$ cat src/rtl/uart_pkg.sv
// Shared UART definitions: RX FIFO defaults, the receive-timeout state encoding
// and the STAT register bit positions used by the register block.
package uart_pkg;

  localparam int          UART_RX_DEPTH_LOG2_DEF = 4;
  localparam logic [15:0] UART_RX_TMO_DEF        = 16'd4000;

  typedef enum logic [1:0] {
    TMO_IDLE    = 2'd0,
    TMO_COUNT   = 2'd1,
    TMO_EXPIRED = 2'd2
  } tmo_state_e;

  localparam int STAT_EMPTY_BIT   = 0;
  localparam int STAT_FULL_BIT    = 1;
  localparam int STAT_OVERRUN_BIT = 2;
  localparam int STAT_TMO_BIT     = 3;

endpackage

$ cat src/rtl/uart_rx_fifo_mem.sv
// RX FIFO storage: one write port and one registered read port. The array is
// never reset; only the read register (the popped byte) has a reset value.
module uart_rx_fifo_mem #(
  parameter int DEPTH_LOG2 = 4,
  parameter int DATA_W     = 8
) (
  input  logic                  clk,
  input  logic                  reset_n,
  input  logic                  we,
  input  logic [DEPTH_LOG2-1:0] waddr,
  input  logic [DATA_W-1:0]     wdata,
  input  logic                  re,
  input  logic [DEPTH_LOG2-1:0] raddr,
  output logic [DATA_W-1:0]     rdata
);

  logic [DATA_W-1:0] mem [2**DEPTH_LOG2];

  always_ff @(posedge clk) begin
    if (we) mem[waddr] <= wdata;
  end

  // A read of the slot being written in the same cycle returns the old byte.
  always_ff @(posedge clk or negedge reset_n) begin
    if (!reset_n)  rdata <= '0;
    else if (re)   rdata <= mem[raddr];
  end

endmodule

$ cat src/rtl/uart_rx_fifo_ctrl.sv
// UART receive FIFO controller: pointers, occupancy, sticky overrun and level irq.
// Optional receive timeout compiled in with `define UART_RX_TIMEOUT_EN.
module uart_rx_fifo_ctrl
  import uart_pkg::*;
#(
  parameter int          DEPTH_LOG2     = UART_RX_DEPTH_LOG2_DEF,
  parameter logic [15:0] TIMEOUT_CYCLES = UART_RX_TMO_DEF
) (
  input  logic                clk,
  input  logic                reset_n,
  input  logic [7:0]          wdata,
  input  logic                wen,
  input  logic                rd_en,
  output logic [7:0]          rd_data,
  input  logic                flush,
  input  logic                clr_ovr,
  input  logic                irq_en,
  input  logic [DEPTH_LOG2:0] thresh,
  output logic [DEPTH_LOG2:0] count,
  output logic                empty,
  output logic                full,
  output logic                overrun,
  output logic                irq
);

  localparam int                PTR_W = DEPTH_LOG2;
  localparam int                CNT_W = DEPTH_LOG2 + 1;
  localparam logic [CNT_W-1:0]  DEPTH = CNT_W'(2**DEPTH_LOG2);

  logic [PTR_W-1:0] wr_ptr, rd_ptr;
  logic [CNT_W-1:0] count_next;
  logic             push_acc, pop_acc, ovr_set, tmo_flag, irq_next;

  assign empty = (count == '0);
  assign full  = (count == DEPTH);

  // When full, a simultaneous pop frees the slot the push lands in.
  assign push_acc = !flush && wen && (!full || rd_en);
  assign pop_acc  = !flush && rd_en && !empty;
  assign ovr_set  = !flush && wen && full && !rd_en;

  always_comb begin
    count_next = count;
    if (flush)                     count_next = '0;
    else if (push_acc && !pop_acc) count_next = count + CNT_W'(1);
    else if (pop_acc && !push_acc) count_next = count - CNT_W'(1);
  end

  assign irq_next = irq_en && (((thresh != '0) && (count >= thresh)) || overrun || tmo_flag);

  uart_rx_fifo_mem #(
    .DEPTH_LOG2 (DEPTH_LOG2),
    .DATA_W     (8)
  ) u_mem (
    .clk     (clk),
    .reset_n (reset_n),
    .we      (push_acc),
    .waddr   (wr_ptr),
    .wdata   (wdata),
    .re      (pop_acc),
    .raddr   (rd_ptr),
    .rdata   (rd_data)
  );

  always_ff @(posedge clk or negedge reset_n) begin
    if (!reset_n) begin
      wr_ptr  <= '0;
      rd_ptr  <= '0;
      count   <= '0;
      overrun <= 1'b0;
      irq     <= 1'b0;
    end else begin
      count <= count_next;
      if (flush) begin
        wr_ptr <= '0;
        rd_ptr <= '0;
      end else begin
        if (push_acc) wr_ptr <= wr_ptr + PTR_W'(1);
        if (pop_acc)  rd_ptr <= rd_ptr + PTR_W'(1);
      end
      if (ovr_set)      overrun <= 1'b1;
      else if (clr_ovr) overrun <= 1'b0;
      irq <= irq_next;
    end
  end

`ifdef UART_RX_TIMEOUT_EN
  tmo_state_e  tmo_state, tmo_state_nxt;
  logic [15:0] idle_cnt, idle_cnt_nxt;

  always_ff @(posedge clk or negedge reset_n) begin
    if (!reset_n) begin
      tmo_state <= TMO_IDLE;
      idle_cnt  <= '0;
    end else begin
      tmo_state <= tmo_state_nxt;
      idle_cnt  <= idle_cnt_nxt;
    end
  end

  always_comb begin
    tmo_state_nxt = tmo_state;
    idle_cnt_nxt  = idle_cnt;
    if (flush) begin
      tmo_state_nxt = TMO_IDLE;
      idle_cnt_nxt  = '0;
    end else begin
      unique case (tmo_state)
        TMO_IDLE: begin
          idle_cnt_nxt = '0;
          if (count_next != '0) tmo_state_nxt = TMO_COUNT;
        end
        TMO_COUNT: begin
          if (count_next == '0) begin
            tmo_state_nxt = TMO_IDLE;
            idle_cnt_nxt  = '0;
          end else if (push_acc || pop_acc) begin
            idle_cnt_nxt = '0;
          end else if (idle_cnt == TIMEOUT_CYCLES - 16'd1) begin
            tmo_state_nxt = TMO_EXPIRED;
          end else begin
            idle_cnt_nxt = idle_cnt + 16'd1;
          end
        end
        TMO_EXPIRED: begin
          // Only a pop (or flush) acknowledges the timeout; pushes leave it set.
          if (pop_acc) begin
            tmo_state_nxt = (count_next == '0) ? TMO_IDLE : TMO_COUNT;
            idle_cnt_nxt  = '0;
          end
        end
        default: begin
          tmo_state_nxt = TMO_IDLE;
          idle_cnt_nxt  = '0;
        end
      endcase
    end
  end

  assign tmo_flag = (tmo_state == TMO_EXPIRED);
`else
  logic unused_tmo_cfg;
  assign unused_tmo_cfg = ^TIMEOUT_CYCLES;
  assign tmo_flag       = 1'b0;
`endif

endmodule

$ cat config.mk
export PLATFORM = sky130hd
export DESIGN_NAME = uart_rx_fifo_ctrl
export DESIGN_NICKNAME = d
export VERILOG_FILES = /design/src/rtl/uart_pkg.sv /design/src/rtl/uart_rx_fifo_mem.sv /design/src/rtl/uart_rx_fifo_ctrl.sv
export SDC_FILE = /design/constraint.sdc
export NUM_CORES = 1
export LEC_CHECK = 0
export ABC_CLOCK_PERIOD_IN_PS = 3800
export BUFFER_PORTS_ARGS = -buffer_cell sky130_fd_sc_hd__buf_2
export CAP_MARGIN = 15
export CORE_MARGIN = 4
export CORE_UTILIZATION = 57
export DETAILED_ROUTE_END_ITERATION = 7
export MAX_ROUTING_LAYER = met4
export PLACE_DENSITY = 0.75
export SYNTH_ARGS = -nofsm -noshare
export SYNTH_HDL_FRONTEND = slang
export SYNTH_HIERARCHICAL = 1
export SYNTH_SLANG_ARGS = --single-unit
$ cat constraint.sdc
create_clock -name clk -period 3.8 [get_ports clk]
set_clock_uncertainty 0.05 [all_clocks]
set_input_delay 0.38 -clock clk [delete_from_list [all_inputs] [get_ports clk]]
set_output_delay 0.38 -clock clk [all_outputs]
set_load 0.01 [all_outputs]
==> results of run 1 <==
[final timing paths]
| path | slack (ns) | cells past startpoint | endpoint | start |
|---|---|---|---|---|
| worst max-delay path | 0.53 | 9 | count[4]$_DFFE_PN0P_ | count[1]$_DFFE_PN0P_ |
| worst min-delay path | 0.05 | 3 | irq$_DFF_PN0_ | irq_en |
| worst max register to register | 0.53 | 9 | count[4]$_DFFE_PN0P_ | count[1]$_DFFE_PN0P_ |
| worst min register to register | 0.53 | 2 | u_mem/rdata[4]$_DFFE_PN0P_ | u_mem/rdata[4]$_DFFE_PN0P_ |
| max in group asynchronous | 2.97 | 2 | u_mem/rdata[7]$_DFFE_PN0P_ | reset_n |
| min in group asynchronous | 0.34 | 2 | u_mem/rdata[5]$_DFFE_PN0P_ | reset_n |
[layer usage]
layer  share of wire  wire length (um)  vias up
met3           0.062               754       10
met2            0.51              6210       95
met5               0                 0        -
met4           0.010               125        0
met1            0.42              5040     1681
li1                -                 -     1506
[power breakdown]
group | switching, mW | internal (mW)
registers | 0.140 | 1.89
clock network | 0.630 | 1.01
logic | 0.384 | 0.377
total | 1.15 | 3.28
[cells by family after synthesis]
family | synth area share
flip-flops | 0.696
AND/OR/NAND/NOR | 0.0540
multiplexers | 0.140
AO/OA/AOI/OAI | 0.0477
buffers and inverters | 0.0268
adder cells (fa/ha/maj) | 0.0248
XOR/XNOR | 0.0110
[sequential cells by signal, summed over array words and instances (netlist names)]
signal       count
wr_ptr           4
rd_ptr           4
count            5
overrun          1
u_mem/rdata      8
irq              1
u_mem/mem      128
[cell type report]
cell class	count	area [um2]
sequential	151	4420
fill	701	3610
multi-input combinational	177	1760
clock buffer	21	472
timing repair buffer	51	298
tap	140	175
clock inverter	11	120
inverter	8	30.0
[Yosys cell counts (5+ instances only)]
| cell type | number | area, um2 |
|---|---|---|
| a21oi_1 | 8 | 40.0 |
| a221oi_2 | 8 | 120 |
| buf_6 | 5 | 56.3 |
| dfrtp_1 | 23 | 576 |
| edfxtp_1 | 128 | 3840 |
| ha_1 | 11 | 138 |
| inv_1 | 8 | 30.0 |
| mux2i_1 | 10 | 100 |
| mux4_1 | 6 | 158 |
| mux4_2 | 26 | 586 |
| nand2_1 | 10 | 37.5 |
| nand2b_1 | 5 | 31.3 |
| nor2_1 | 35 | 131 |
| nor3_1 | 5 | 25.0 |
| o21ai_0 | 7 | 35.0 |
| o22ai_1 | 8 | 50.1 |
| xor2_1 | 5 | 43.8 |
[worst max-delay path: stages, from the launching register on]
cell	delay, ns
dfrtp_1	0.46
or4_4	0.60
o21ai_1	0.28
nand2_1	0.22
fa_1	0.49
a21o_1	0.21
a21oi_1	0.31
mux2i_1	0.11
or2_2	0.29
a21oi_1	0.17
[metrics by stage]
step	util	instance area (um2)	hold slack, ns	setup WS (ns)
2_1_floorplan	-	6350	0.0344	0.829
3_3_place_gp	0.612	6660	0.355	0.700
3_5_place_dp	0.612	6660	0.365	0.477
4_1_cts	0.668	7280	0.0279	0.532
5_1_grt	0.668	7280	0.0446	0.227
6_report	0.668	7280	0.0488	0.528
[timing repair]
item,CTS,global route
setup buffers,0,0
endpoints found under the hold margin,24,0
hold buffers,2,0
endpoints found under the setup margin,0,0
==> metrics, run 1 <==
Total Power approximately 4.4 mW; Worst EP required between 4 and 5 ns; Die ar. 12900 um2; Area Growth Syn to Fin 14.6%; measured slew at the worst slew-check pin 1.08 ns; critical path class reg2reg; Synth Instances 353; Initial Utilization 0.583; Layout Cells excl Fill about 560; ys async rst share 0.152; initial drt markers ~350; CTS tree yes; setup TNS 0 ns; Core Area between 10000 and 15000 um2; Post-synth EDFFs around 130; grt peak-use layer met2; # IOs 37; Num CTS Buffers 17; Pins Over Slew Limit 0; LEAKAGE ~2.6 nW; commonest non-fill, non-tap cells in the layout 128 x edfxtp_1, 36 x buf_2, 35 x nor2_1, 26 x mux4_2, 23 x dfrtp_1; Synth Warn # 6; f_max between 300 and 400 MHz; min cycle time layout between 3 and 4 ns; GR Util met2 0.344; Die Wd around 110 um; Rows 38; dpl cells 525; Post-synth top flop edfxtp_1; global route overflow 0; Clock Tree Root clkbuf_8; GR met1 Demand/Resource 0.275; crit-path max FO 7; initial antenna violation count 0; Post-layout nets 438; Clock Path Buffers 2; Critical Path Sink Type register; status complete, no violations; Reg clk slew, reported paths 0.06 ns; crit path DAT 3.66 ns; H-Tree Depth 4; Min-Delay Path Class in2reg; DP HPWL 7580 um; Netlist cell types roughly 40; DR pass1 iterations 4; CTS sink cnt ~150; Die H between 100 and 150 um; relative slew slack 0.282; Cell Area, Synth ~6400 um2; final setup violation count 0; ratio of cells with drive above 1 in the final layout 0.296; total track usage 0.211; IO buf count 36; Max Cap Viol 0; commonest non-fill, non-tap cell in the layout edfxtp_1; Routed WL approximately 12000 um; via count 3292; Seq/Total Area, Yosys 0.696; Yosys reg bits about 150; fin crit share 0.861; met3 capacity usage during global routing 0.0451; largest net degree at the start of global routing 26; RSZ-0062 raised after global routing no; Worst-Skew Late Latency ~0.52 ns; PostCTS Resize Cnt 0; DRC Markers 0; startpoint types register; syn avg cell area between 15 and 20 um2; antenna diode count 0; Vias/cell a little under 6; Power Dens Cells roughly 610 nW/um2; final hold violation count 0; syn nets 385; ANT nets after route 0; Final GP Congestion around 0.84; worst vdd ir 0.000396 V; drt wl/cell 21.7 um; first-pass GRT wire length roughly 19000 um; vias in the first global route approximately 3400
Note: power is estimated with default switching activity, not from simulation.
==> run 2, diff against run 1 <==
--- a/config.mk
+++ b/config.mk
@@ -5,6 +5,7 @@
 export SDC_FILE = /design/constraint.sdc
 export NUM_CORES = 1
 export LEC_CHECK = 0
+export ABC_AREA = 1
 export ABC_CLOCK_PERIOD_IN_PS = 3800
 export BUFFER_PORTS_ARGS = -buffer_cell sky130_fd_sc_hd__buf_2
 export CAP_MARGIN = 15
==> run 2 against run 1 <==
Compared with the run above: non-clock buffer count fell by 12; setup slack improved by 1.0 ns; sequential power barely moved; hold slack improved by 0.050 ns; clock-buffer cell count fell by 4; utilization fell by 2.0 points; first-iteration DRC count rose by 50%; combinational power rose by 96%.
==> metrics, run 2 <==
status complete, no violations; # IOs 37; Yosys top cell area share 0.571; Area Growth Syn to Fin 10.5%; total track usage 0.244; Final Util 0.648; antenna diode count 0; Core Area approximately 11000 um2; critical path class reg2reg; Yosys reg bits between 150 and 200; Clock Path Buffers 2; commonest non-fill, non-tap cells in the layout 234 x nand2_1, 128 x edfxtp_1, 111 x nand3_1, 36 x buf_2, 29 x inv_1; via count ~4700; hold path start clr_ovr; Critical Path Sink Type register; IO buf count 36; PostCTS Resize Cnt 0; R2R cell count 13; slowest CP cell dfrtp_1; Largest regs u_mem/mem x128, u_mem/rdata x8, count x5; Post-synth top cells 234 x nand2_1, 128 x edfxtp_1, 111 x nand3_1, 29 x inv_1, 23 x dfrtp_1; initial drt markers 520; CP Cell Sequence nor2_2, nand3_2, nand2_4, nand3_4, fa_1, nand3_1, nand4_1, nand2_1, inv_1, nand2_1, nand2_1, nand2_1, nand2_1; most numerous cell in the Yosys netlist nand2_1; Total Power 5.10 mW; RR Startpoint count[1]$_DFFE_PN0P_; crit-path max FO 8; Post-synth top flop edfxtp_1; FF-to-FF End count[4]$_DFFE_PN0P_; Min-Delay Path Class in2reg; CTS sink cnt around 150; final hold violation count 0; Seq/Total Area, Yosys 0.657; Final GP Congestion between 0.9 and 1; relative slew slack 0.311; first-pass GRT wire length 23500 um; worst hold path depth 2; commonest non-fill, non-tap cell in the layout nand2_1; initial antenna violation count 0; fin crit share 0.586; DP Area between 6000 and 7000 um2; Die Wd between 100 and 150 um; ANT nets after route 0; measured slew at the worst slew-check pin around 1.0 ns; Worst EP required between 4 and 5 ns; global route overflow 0; Power Dens Cells 687 nW/um2; DRC Markers 0; top area cells in the synthesized netlist edfxtp_1 57%, nand2_1 13%, dfrtp_1 8.6%, nand3_1 8.3%, ha_1 2.0%; syn avg cell area roughly 11 um2; Rows 39; Post-synth EDFFs 128; Min-Delay Endpoint overrun$_DFFE_PN0P_; Pins Over Slew Limit 0; min cycle time layout about 2.2 ns; max reg flops 128; Post-layout nets 686; reg-to-reg setup timing slack about 1.6 ns; largest net degree at the start of global routing 69; area leader, netlist edfxtp_1; CP peak stage delay ~0.47 ns; Post CTS Setup Buffer Count 0; CTS tree yes; drt wl/cell between 15 and 20 um; DR pass1 iterations 5; crit path DAT 2.49 ns; Worst-Skew Late Latency about 0.42 ns; RSZ-0062 raised after global routing no; Vias/cell between 5 and 6; Cell Area, Synth 6730 um2; Die ar. between 10000 and 15000 um2; CP dominant cell by count nand2_1; final setup violation count 0; Netlist cell types 32; ys async rst share 0.152; Hold Worst Slack just under 0.1 ns; startpoint types register; vias in the first global route between 4000 and 5000; worst vdd ir between 0.0004 and 0.0005 V; Initial Utilization 0.587; Largest Register u_mem/mem; setup TNS 0 ns; Post-CTS Hold Buffers 1; f_max 449 MHz; Clock Tree Root clkbuf_16; Max Cap Viol 0; H-Tree Depth 4; Num CTS Buffers 17; Reg clk slew, reported paths around 0.060 ns; Finished Cell Area between 7000 and 8000 um2; Synth Instances a little over 600; LEAKAGE 3.03 nW; ratio of cells with drive above 1 in the final layout 0.130; Routed WL around 15000 um; DP HPWL between 9000 and 10000 um; syn nets approximately 650; Die H roughly 120 um; Synth Warn # 6
==> run 2: report_power, final <==
part	internal [mW]	switching [mW]	total [mW]
Sequential	1.92	0.0976	2.02
Clock	0.876	0.719	1.60
Combinational	0.450	1.04	1.49
Total	3.24	1.86	5.10
==> run 2: cell type report <==
cell class	count	area, um2
clock inverters	15	153
multi-input cells	411	1920
fillers	838	4040
flip-flops and latches	151	4420
repair buffers	39	205
clock buffers	17	425
inverters	34	133
well taps	143	179
==> run 2: how the worst max path moves through the flow <==
| stage | start | to | slack, ns | cells past startpoint |
|---|---|---|---|---|
| after floorplan | count[1]$_DFFE_PN0P_ | count[4]$_DFFE_PN0P_ | 1.76 | 13 |
| after detailed placement | flush | u_mem/mem[8][1]$_DFFE_PP_ | 1.56 | 6 |
| final | count[1]$_DFFE_PN0P_ | count[4]$_DFFE_PN0P_ | 1.57 | 13 |
| after CTS | count[1]$_DFFE_PN0P_ | count[4]$_DFFE_PN0P_ | 1.57 | 13 |
| after global placement | flush | u_mem/mem[10][4]$_DFFE_PP_ | 1.63 | 6 |
| after global routing | count[0]$_DFFE_PN0P_ | count[4]$_DFFE_PN0P_ | 1.34 | 13 |
==> run 2: critical path, delay by kind of cell (launching register included) <==
family,cells,cell delay [ns]
fa+ha+maj,1,0.44
buf+inv,1,0.04
simple gates,11,1.12
flops,1,0.47
==> run 2: metrics by stage <==
step | worst slack [ns] | std cells
CTS | 1.57 | 810
floorplan | 1.76 | 621
detailed placement | 1.56 | 777
finish | 1.57 | 810
global route | 1.34 | 810
global placement | 1.63 | 777
==> run 2: per-layer routing <==
| layer | part of all wire | GRT usage | up-vias |
|---|---|---|---|
| met5 | 0 | - | - |
| met4 | 0.026 | 0.0963 | 0 |
| met3 | 0.087 | 0.0549 | 40 |
| met2 | 0.47 | 0.362 | 259 |
| met1 | 0.42 | 0.330 | 2189 |
| li1 | - | - | 2180 |
==> run 2: cells by family (layout without fill, tap and decap cells) <==
| kind of cell | Yosys count | count (layout) | share of synthesized area |
|---|---|---|---|
| fa+ha+maj | 12 | 12 | 0.0234 |
| flops | 151 | 151 | 0.657 |
| buf+inv | 59 | 105 | 0.0584 |
| simple gates | 384 | 384 | 0.248 |
| compound gates | 13 | 13 | 0.0108 |
| xor+xnor | 2 | 2 | 0.00260 |
==> run 3, diff against run 2 <==
--- a/config.mk
+++ b/config.mk
@@ -6,14 +6,14 @@
 export NUM_CORES = 1
 export LEC_CHECK = 0
 export ABC_AREA = 1
-export ABC_CLOCK_PERIOD_IN_PS = 3800
+export ABC_CLOCK_PERIOD_IN_PS = 1900
 export BUFFER_PORTS_ARGS = -buffer_cell sky130_fd_sc_hd__buf_2
 export CAP_MARGIN = 15
 export CORE_MARGIN = 4
-export CORE_UTILIZATION = 57
+export CORE_UTILIZATION = 55
 export DETAILED_ROUTE_END_ITERATION = 7
 export MAX_ROUTING_LAYER = met4
-export PLACE_DENSITY = 0.75
+export PLACE_DENSITY = 0.76
 export SYNTH_ARGS = -nofsm -noshare
 export SYNTH_HDL_FRONTEND = slang
 export SYNTH_HIERARCHICAL = 1
==> constraint.sdc (replaced) <==
create_clock -name clk -period 1.9 [get_ports clk]
set_clock_uncertainty 0.05 [all_clocks]
set_input_delay 0.19 -clock clk [delete_from_list [all_inputs] [get_ports clk]]
set_output_delay 0.19 -clock clk [all_outputs]
set_load 0.01 [all_outputs]
==> run 3 against run 2 <==
Compared with the run above: clock-buffer cell count unchanged; routed wire length decreased by 0.53%; utilization rose by 0.29 points; via count grew 1.4%; highest routed layer unchanged; critical path depth is the same; the flow now finishes with violations (negative setup slack); sequential power rose by 100%; fmax up 13%; critical endpoint unchanged; design area increased by 5.2%; total power up 110%.
==> metrics, run 3 (same netlist as run 2, synthesis figures left out) <==
Area Growth Syn to Fin 16.2%; first-pass GRT wire length about 24000 um; worst hold path depth 2; crit path DAT ~2.2 ns; min cycle time layout 1.97 ns; LEAKAGE 3.22 nW; Routed WL roughly 15000 um; total track usage 0.229; hold path start flush; final hold violation count 0; initial drt markers roughly 400; drt wl/cell roughly 18 um; Clock Path Buffers 2; post-place setup slack -0.0552 ns; ANT nets after route 0; initial antenna violation count 0; relative slew slack 0.623; R2R cell count 13; commonest non-fill, non-tap cell in the layout nand2_1; Worst EP required between 2 and 2.5 ns; Int Power ~7 mW; Final Util 0.651; IO buf count 36; antenna diode count 0; final setup violation count 2; Power Dens Cells 1350 nW/um2; ratio of cells with drive above 1 in the final layout 0.187; Reg power frac 0.382; commonest non-fill, non-tap cells in the layout 234 x nand2_1, 128 x edfxtp_1, 109 x nand3_1, 36 x buf_2, 35 x buf_4; Hold Worst Slack 0.0218 ns; H-Tree Depth 4; Vias/cell 5.56; setup ws final -0.0670 ns; Post-layout nets around 720; Die ar. ~14000 um2; CTS sink cnt ~150; status finished with violations; Initial Utilization 0.560; CTS tree yes; RR Startpoint count[0]$_DFFE_PN0P_; failing checks negative setup slack; # IOs 37; fin crit share 1.04; DRC Markers 0; clock network power share 0.306; measured slew at the worst slew-check pin 0.565 ns; Max Cap Viol 0; worst vdd ir approximately 0.001 V; global route overflow 0; Die H ~120 um; crit-path max FO 6; Min-Delay Path Class in2reg; f_max 508 MHz; reg-to-reg setup timing slack -0.07 ns; setup TNS -0.115 ns; Rows 40; via count about 4700; DP HPWL ~9500 um; Clock Tree Root clkbuf_16; Core Area about 12000 um2; critical path class reg2reg; DR pass1 iterations 5; max reg flops around 130; Final GP Congestion around 0.86; FF-to-FF End count[4]$_DFFE_PN0P_; Die Wd between 100 and 150 um; Min-Delay Endpoint rd_ptr[3]$_DFFE_PN0P_; vias in the first global route ~4600; NetSw ~3.6 mW; Critical Path Sink Type register; largest net degree at the start of global routing between 60 and 70; part of the power in combinational logic 0.312; Num CTS Buffers 17; RSZ-0062 raised after global routing yes; Largest regs u_mem/mem x128, u_mem/rdata x8, count x5; Switching Share 0.339; startpoint types register; Worst-Skew Late Latency between 0.4 and 0.5 ns; Largest Register u_mem/mem; Pins Over Slew Limit 0; Reg clk slew, reported paths approximately 0.060 ns
run 3: cell types whose count changed in the layout (fill, tap and decap cells not counted), sizes merged:
cell         change
dlygate4sd3      +2
buf             +36
bufinv           +2
inv              -8
clkinvlp         +3
clkinv           +3
run 3: power groups by stage:
stage	logic [mW]	clock network, mW	registers [mW]
2_1_floorplan	2.19	0	4.16
3_3_place_gp	2.98	0	4.08
3_5_place_dp	3.08	0	4.09
4_1_cts	3.18	3.27	4.03
5_1_grt	3.66	3.45	4.05
6_report	3.29	3.23	4.03
run 3: area by class of cell:
type | count | area, um2
timing repair buffer | 77 | 524
tap | 147 | 184
inverter | 34 | 133
multi-input combinational | 411 | 1980
sequential | 151 | 4430
clock buffer | 17 | 425
fill | 915 | 4190
clock inverter | 15 | 151
run 3: worst max-delay path, cell delays in order, from the launching register on:
cell	delay [ns]
dfrtp_2	0.42
nor2_4	0.13
nand3_2	0.12
nand2_4	0.10
nand3_4	0.13
fa_2	0.39
nand3_2	0.09
nand4_1	0.08
nand2_1	0.10
inv_1	0.05
nand2_1	0.05
nand2_1	0.04
nand2_1	0.06
nand2_1	0.04
run 3: worst max-delay path by stage:
| stage | start | endpoint | slack, ns | cells after the start |
|---|---|---|---|---|
| 2_1_floorplan | count[3]$_DFFE_PN0P_ | count[4]$_DFFE_PN0P_ | -0.03 | 14 |
| 3_3_place_gp | count[3]$_DFFE_PN0P_ | count[4]$_DFFE_PN0P_ | 0.02 | 14 |
| 3_5_place_dp | count[3]$_DFFE_PN0P_ | count[4]$_DFFE_PN0P_ | -0.06 | 14 |
| 4_1_cts | count[1]$_DFFE_PN0P_ | count[4]$_DFFE_PN0P_ | -0.007 | 13 |
| 5_1_grt | count[0]$_DFFE_PN0P_ | count[4]$_DFFE_PN0P_ | -0.17 | 13 |
| 6_report | count[0]$_DFFE_PN0P_ | count[4]$_DFFE_PN0P_ | -0.07 | 13 |
run 3: stage by stage:
stage | std cells | instance area (um2) | total power, mW
floorplan | 621 | 6750 | 6.35
global placement | 812 | 7130 | 7.07
detailed placement | 812 | 7130 | 7.17
CTS | 850 | 7780 | 10.5
global route | 852 | 7820 | 11.2
finish | 852 | 7820 | 10.6
run 3: per-layer routing:
metal / track usage / vias up / share of wire
li1: - / 2251 / -
met1: 0.278 / 2296 / 0.40
met5: - / - / 0
met4: 0.0833 / 0 / 0.017
met3: 0.0421 / 20 / 0.062
met2: 0.387 / 168 / 0.52
run 3: repair_timing:
item | CTS | global route
pin swaps | 10 | 7
gates resized for setup | 2 | 4
hold buffers | 3 | 0
endpoints found under the setup margin | 2 | 10
setup buffers | 3 | 2
hold endpoints to repair | 25 | 0
